### config.mk
export PLATFORM = sky130hd
export DESIGN_NAME = sram_init_ctrl
export DESIGN_NICKNAME = d
export VERILOG_FILES = /design/src/rtl/sram_init_pkg.sv /design/src/rtl/sram_port_mux.sv /design/src/rtl/sram_init_ctrl.sv
export SDC_FILE = /design/constraint.sdc
export NUM_CORES = 1
export LEC_CHECK = 0
export ABC_CLOCK_PERIOD_IN_PS = 2700
export CAP_MARGIN = 20
export CORE_ASPECT_RATIO = 0.75
export CORE_UTILIZATION = 30
export CTS_CLUSTER_SIZE = 24
export DETAILED_ROUTE_END_ITERATION = 12
export PLACE_DENSITY = 0.87
export SYNTH_ARGS = -nofsm -noshare
export SYNTH_HDL_FRONTEND = slang
export SYNTH_SLANG_ARGS = --single-unit
### constraint.sdc
create_clock -name HCLK -period 2.7 [get_ports HCLK]
set_input_delay 0.405 -clock HCLK [delete_from_list [all_inputs] [get_ports HCLK]]
set_output_delay 0.405 -clock HCLK [all_outputs]
set_load 0.1 [all_outputs]
### src/rtl/sram_init_pkg.sv
// Shared types and defaults for the SRAM init sequencer.
// Build option SRAM_INIT_CHECK_EN (default off): when defined, the
// fill is followed by a readback pass that drives the sticky init_err.
package sram_init_pkg;

  typedef enum logic [1:0] {
    FILL,
    CHECK,
    WAIT_IDLE,
    DONE
  } init_state_e;

  localparam logic [31:0] INIT_VALUE_DEFAULT = 32'h0000_0000;

endpackage

### src/rtl/sram_port_mux.sv
// Owner-select mux for the SRAM port: bridge or init engine.
// Ports: sel_bridge, b_* (bridge side), e_* (engine side), sram_* out.
module sram_port_mux #(
  parameter int ADDR_W = 12
) (
  input  logic              sel_bridge,
  input  logic              b_cs,
  input  logic [3:0]        b_wen,
  input  logic [ADDR_W-1:0] b_addr,
  input  logic [31:0]       b_wdata,
  input  logic              e_cs,
  input  logic [3:0]        e_wen,
  input  logic [ADDR_W-1:0] e_addr,
  input  logic [31:0]       e_wdata,
  output logic              sram_cs,
  output logic [3:0]        sram_wen,
  output logic [ADDR_W-1:0] sram_addr,
  output logic [31:0]       sram_wdata
);

  assign sram_cs    = sel_bridge ? b_cs    : e_cs;
  assign sram_wen   = sel_bridge ? b_wen   : e_wen;
  assign sram_addr  = sel_bridge ? b_addr  : e_addr;
  assign sram_wdata = sel_bridge ? b_wdata : e_wdata;

endmodule

### src/rtl/sram_init_ctrl.sv
// SRAM init sequencer: fills every word (optional readback check under
// SRAM_INIT_CHECK_EN), stalls AHB meanwhile, then passes bridge through.
// Ports: HCLK/HRESETn, start, b_* bridge side, sram_* macro side,
// hreadyout to AHB, init_busy/init_done/init_err status.
module sram_init_ctrl
  import sram_init_pkg::*;
#(
  parameter int          ADDR_W     = 12,
  parameter logic [31:0] INIT_VALUE = INIT_VALUE_DEFAULT
) (
  input  logic              HCLK,
  input  logic              HRESETn,
  input  logic              start,
  input  logic              b_cs,
  input  logic [3:0]        b_wen,
  input  logic [ADDR_W-1:0] b_addr,
  input  logic [31:0]       b_wdata,
  input  logic              b_hreadyout,
  output logic [31:0]       b_rdata,
  output logic              hreadyout,
  output logic              sram_cs,
  output logic [3:0]        sram_wen,
  output logic [ADDR_W-1:0] sram_addr,
  output logic [31:0]       sram_wdata,
  input  logic [31:0]       sram_rdata,
  output logic              init_busy,
  output logic              init_done,
  output logic              init_err
);

  localparam logic [ADDR_W-1:0] LAST = '1;

  init_state_e       state_q, state_d;
  logic [ADDR_W-1:0] cnt_q, cnt_d;
  logic              busy_q, done_q;
  logic              chk_rd, cmp_last;
  logic              sel_bridge, e_cs;
  logic [3:0]        e_wen;
  logic              restart;

  assign restart = (state_q == DONE) && start;

`ifdef SRAM_INIT_CHECK_EN
  localparam init_state_e FILL_NEXT = CHECK;

  logic cmp_valid_q, cmp_last_q, err_q;

  // Reads stop once the last word is out; one more cycle compares it.
  assign chk_rd   = (state_q == CHECK) && !cmp_last_q;
  assign cmp_last = cmp_last_q;
  assign init_err = err_q;

  always_ff @(posedge HCLK or negedge HRESETn) begin
    if (!HRESETn) begin
      cmp_valid_q <= 1'b0;
      cmp_last_q  <= 1'b0;
      err_q       <= 1'b0;
    end else begin
      cmp_valid_q <= chk_rd;
      cmp_last_q  <= chk_rd && (cnt_q == LAST);
      if (restart)
        err_q <= 1'b0;
      else if (cmp_valid_q && (sram_rdata != INIT_VALUE))
        err_q <= 1'b1;
    end
  end
`else
  localparam init_state_e FILL_NEXT = DONE;

  assign chk_rd   = 1'b0;
  assign cmp_last = 1'b0;
  assign init_err = 1'b0;
`endif

  always_ff @(posedge HCLK or negedge HRESETn) begin
    if (!HRESETn) begin
      state_q <= FILL;
      cnt_q   <= '0;
    end else begin
      state_q <= state_d;
      cnt_q   <= cnt_d;
    end
  end

  always_comb begin
    state_d = state_q;
    cnt_d   = cnt_q;
    unique case (state_q)
      FILL: begin
        cnt_d = cnt_q + 1'b1;
        if (cnt_q == LAST) begin
          cnt_d   = '0;
          state_d = FILL_NEXT;
        end
      end
      CHECK: begin
        if (chk_rd)
          cnt_d = cnt_q + 1'b1;
        if (cmp_last)
          state_d = DONE;
      end
      WAIT_IDLE: begin
        if (!b_cs)
          state_d = FILL;
      end
      DONE: begin
        if (start) begin
          cnt_d   = '0;
          state_d = b_cs ? WAIT_IDLE : FILL;
        end
      end
    endcase
  end

  always_comb begin
    sel_bridge = 1'b0;
    hreadyout  = 1'b0;
    e_cs       = 1'b0;
    e_wen      = 4'h0;
    unique case (1'b1)
      state_q == FILL: begin
        e_cs  = 1'b1;
        e_wen = 4'hF;
      end
      state_q == CHECK: begin
        e_cs = chk_rd;
      end
      state_q == WAIT_IDLE: begin
        sel_bridge = 1'b1;
      end
      state_q == DONE: begin
        sel_bridge = 1'b1;
        hreadyout  = b_hreadyout;
      end
    endcase
  end

  // Status flags follow the state they will be in after this edge.
  always_ff @(posedge HCLK or negedge HRESETn) begin
    if (!HRESETn) begin
      busy_q <= 1'b1;
      done_q <= 1'b0;
    end else begin
      busy_q <= (state_d != DONE);
      done_q <= (state_d == DONE);
    end
  end

  assign init_busy = busy_q;
  assign init_done = done_q;
  assign b_rdata   = sram_rdata;

  sram_port_mux #(
    .ADDR_W (ADDR_W)
  ) u_mux (
    .sel_bridge (sel_bridge),
    .b_cs       (b_cs),
    .b_wen      (b_wen),
    .b_addr     (b_addr),
    .b_wdata    (b_wdata),
    .e_cs       (e_cs),
    .e_wen      (e_wen),
    .e_addr     (cnt_q),
    .e_wdata    (INIT_VALUE),
    .sram_cs    (sram_cs),
    .sram_wen   (sram_wen),
    .sram_addr  (sram_addr),
    .sram_wdata (sram_wdata)
  );

endmodule
Word level (Yosys, flattened, before mapping) --
Index checks and enable logic that the tools add are counted.
Word-level totals: flip-flop bits (word level) 16, input bits 85, output and inout port bits 85, word-level logic and storage cells 32
Operators by class: $add $sub $neg 1, eq/ne operators 7, muxes and demuxes 16, reductions and logical operators 4
Operator list (number):
- $mux 12 | 3
- $mux 32 | 1
- $pmux 12 s2 | 1
- $add 12x1->12 const B | 1
- $eq 12x12->1 const B | 1
- $mux 2 | 4
- $mux 4 | 2
- $pmux 2 s4 | 1
- $eq 2x2->1 const B | 3
- $mux 1 | 4
- $ne 2x2->1 const B | 2
- $eq 2x1->1 const B | 1
- $logic_not 2->1 | 1
- $reduce_and 2->1 | 1
- $reduce_bool 2->1 | 1
- $reduce_or 2->1 | 1

Logic depth before layout (Yosys ltp) --
word-level depth 4, depth in mapped cells 6, depth with buffers taken out 5

Modules after synthesis --
Synthesis repeated with hierarchy kept, for this count alone.
Unflattened totals: cell total of the unflattened synthesis 183, area, all modules 1794.2 um^2
Modules (own cells, without submodules):
- sram_init_ctrl | times used 1, cells each 129, area each 1156.1 um^2, seq. area each 401.6 um^2
- sram_port_mux | times used 1, cells each 54, area each 638.1 um^2, seq. area each 0.0 um^2

Least setup slack after synthesis --
Ideal clock, no wire load.
path kind flip-flop to output port, start point reg state_q[1], end point out sram_addr[5], data arrival time 2897 ps, data required time 2295 ps, slack -602 ps, stages on the path, launching flop included 4, buffers on the path 2, path through dfrtp_1 buf_2 clkbuf_1 o21ai_0
On the way: cells in the longest elaborated chain, start to end 4, elaborated cells between the ends (all ways) 5, classes of those cells eq/ne (2); mux (2); reduce/logical (1)
Ends and longest elaborated chain:
- from (decl) | line sram_init_ctrl.sv:33 | init_state_e state_q, state_d;
- from (signal assigned) | line sram_init_ctrl.sv:80 | state_q <= state_d;
- $eq 2x2->1 (on tied branches) | line sram_init_ctrl.sv:131, sram_init_ctrl.sv:128
- $reduce_or 2->1 (no line) *
- $mux 1 * | line sram_init_ctrl.sv:120 | unique case (1'b1)
- $mux 12 * | line sram_port_mux.sv:23 | assign sram_addr = sel_bridge ? b_addr : e_addr;
- to (decl) | line sram_init_ctrl.sv:23 | output logic [ADDR_W-1:0] sram_addr,
Every way passes the cells marked *; elsewhere a longest branch is shown, timed or not.

Worst setup path in the final report --
start point reg state_q[1], end point out sram_wen[3]
On the way: cells in the longest elaborated chain, start to end 4, elaborated cells between the ends (all ways) 7, classes of those cells eq/ne (2); mux (3); reduce/logical (2)
Ends and longest elaborated chain:
- $eq 2x2->1 (on tied branches) | line sram_init_ctrl.sv:131, sram_init_ctrl.sv:128
- $reduce_or 2->1 (no line)
- $mux 1 | line sram_init_ctrl.sv:120
- $mux 4 * | line sram_port_mux.sv:22 | assign sram_wen = sel_bridge ? b_wen : e_wen;
- to (decl) | line sram_init_ctrl.sv:22 | output logic [3:0] sram_wen,
Marks and branches as above.

==> metrics.txt <==
status finished, violations left; violated checks design-rule violations; Die Area 5340 sq um; Area Overhead vs Synth 91.1%; peak supply drop approximately 860 uV; placed cells 312; R2R Setup Slk between 1 and 1.5 ns; Seq cells post-synth 16; largest net degree at the start of global routing 39; period utilization 0.792; initial DRC count roughly 80; fin area a little under 3000 sq um; CTS Buf Count 3; Setup crit end sram_wen[3]; Routed Antenna Nets 0; first-pass GRT wire length 7400 um; Total Neg Setup Slack 0 ns; CTS root buffer clkbuf_8; worst r2r path cells 4; Synth Instances around 190; Port-buffer cells roughly 100; H-tree Lvls 1; gpl congestion 0.820; Max Freq about 470 MHz; peak fanout along the critical path 18; CP required 2.30 ns; TritonCTS Sinks 16; Fin. Hold Viols 0; core footprint about 4700 sq um; P per Cell Area approximately 560 nW/um^2; NumNets Final 346; CP Launch Point state_q[1]$_DFF_PN0_; Worst Tran Pin Value 0.729 ns; GRT Total Usage 0.176; post_cts resized 0; number of placement rows 21; via count of the routed design between 1,500 and 2,000; final std cells w/o fill about 320; Largest stage delay, worst path around 0.53 ns; drt pass-1 iters 8; worst skew pair latency ~0.25 ns; worst path arrival time 1.73 ns; Placed Area 2840 sq um; grt total ovfl 0; Netlist Area Pre-Place 1510 sq um; leakage ~1.2 nW; Max-Cap Viols 0; Hold Buf Count CTS 0; Critical-path top delay cell or2_1; CP endpoint kind primary output; WL per Instance 15.0 um; Seq/Total Area, Yosys 0.265; Final Skew about 0.0033 ns; RSZ-0062 raised after global routing false; synth warn 0; CTS tree yes; worst-path cell chain or2_1, nand2_1, buf_12; clock buffer depth 2; FF-to-FF Start state_q[1]$_DFF_PN0_; Top FF cell, synth dfrtp_1; Period minus WS final around 2.1 ns; Die H between 60 and 70 um; Initial Utilization 0.326; DRC Markers 21; number of library cell types mapped by synthesis 37; Synthesized Nets approximately 280; Mean Syn Cell Area about 8 sq um; WL final 4740 um; worst setup path class flop to primary output; final setup vio count 0; CP startpoint kind flop; diode count 0; Rel. slew slack 0.512; Setup Fix Bufs, Post-CTS 0; Max Slew Vio Count 0; layout cells sized above 1 0.274; min-delay src cnt_q[11]$_DFFE_PN0P_; HPWL after detailed placement approximately 3800 um; Hold Path Class flop to flop; io pins 170; EDFF count, synth 0; antenna violations before repair 0; DIE WIDTH 84.0 um; Worst R2R End cnt_q[4]$_DFFE_PN0P_; fraction of registers with async set/reset 1.00; clk slew on worst S/H paths around 0.07 ns; Vias per Instance approximately 5; number of global-route vias before repair around 1,400
critical path: cells and delay by family, from the launching register on:
kind / cells / cell delay (ns)
buffers and inverters: 1 / 0.22
flip-flops: 1 / 0.52
AND/OR/NAND/NOR: 2 / 0.73
layout by cell type (no fill, tap or decap), types with 2 or more instances in the layout:
cell and instances:
mux2_2 9, o31ai_1 2, inv_1 5, nor2_1 4, nor3_1 2, o21ai_0 11
a311oi_1 2, nand3_1 7, and2_1 34, clkdlybuf4s50_1 52, o21ai_1 4, clkbuf_8 4
and3_1 4, a21oi_1 4, nand4_1 2, dfrtp_1 15, nand2_1 24, buf_12 50
a31oi_1 3, buf_4 4
synth_stat cells, drive strengths merged, types with 2 or more instances:
| master | instances | area, sq um |
|---|---|---|
| nand2 | 24 | 90.1 |
| o31ai | 2 | 15.0 |
| o21ai | 15 | 75.1 |
| a31oi | 3 | 18.8 |
| and3 | 4 | 25.0 |
| dfrtp | 15 | 375 |
| buf | 37 | 280 |
| nand3 | 7 | 35.0 |
| a311oi | 2 | 17.5 |
| nor3 | 2 | 10.0 |
| nand4 | 3 | 33.8 |
| inv | 5 | 18.8 |
| and2 | 35 | 221 |
| a21oi | 4 | 20.0 |
| clkbuf | 5 | 18.8 |
| nor2 | 4 | 15.0 |
| mux2 | 9 | 101 |
cell type report:
class / instances / area, sq um
multi-input cells: 128 / 795
clock buffers: 4 / 55.1
flip-flops and latches: 16 / 402
fillers: 360 / 1760
inverters: 5 / 18.8
repair buffers: 106 / 1550
well taps: 57 / 71.3
power by group:
| part | switching [mW] | internal [mW] | total (mW) | leakage (nW) |
|---|---|---|---|---|
| Clock | 0.0845 | 0.129 | 0.214 | 0.0288 |
| Sequential | 0.0832 | 0.296 | 0.379 | 0.207 |
| Combinational | 0.626 | 0.391 | 1.02 | 0.957 |
layer usage:
layer	vias up	track usage	part of all wire
met1	733	0.224	0.40
met2	93	0.288	0.49
met4	0	0.0366	0.0055
li1	752	-	-
met5	-	0	0
met3	4	0.0603	0.10
worst min-delay path by stage:
stage | end | slack [ns] | depth (start not counted)
6_report | cnt_q[11]$_DFFE_PN0P_ | 0.55 | 1
5_1_grt | cnt_q[10]$_DFFE_PN0P_ | 0.59 | 1
4_1_cts | cnt_q[10]$_DFFE_PN0P_ | 0.54 | 1
3_5_place_dp | cnt_q[10]$_DFFE_PN0P_ | 0.53 | 1
3_3_place_gp | cnt_q[10]$_DFFE_PN0P_ | 0.51 | 1
2_1_floorplan | cnt_q[0]$_DFFE_PN0P_ | 0.11 | 0
logic make-up (layout without fill, tap and decap cells):
family          after synthesis  in the layout  synth area share
fa+ha+maj                     1              1           0.00826
compound gates               33             33             0.139
buf+inv                      47            115             0.210
other cells                   1              1           0.00248
xor+xnor                      1              1           0.00579
mux                           9              9            0.0669
simple gates                 83             83             0.302
flops                        16             16             0.265
registers in the layout, summed over array words and instances, names as in the netlist:
register,cells
state_q,2
init_busy,1
init_done,1
cnt_q,12
per-stage QoR:
stage / utilization / hold slack (ns) / worst slack, ns / total power [mW]
global placement: 0.610 / 0.514 / 0.900 / 1.38
CTS: 0.622 / 0.542 / 0.573 / 1.61
finish: 0.622 / 0.551 / 0.562 / 1.61
floorplan: - / 0.109 / -0.602 / 1.21
detailed placement: 0.610 / 0.534 / 0.847 / 1.40
global route: 0.622 / 0.589 / 0.436 / 1.68
Power figures use the tool's default switching activity.
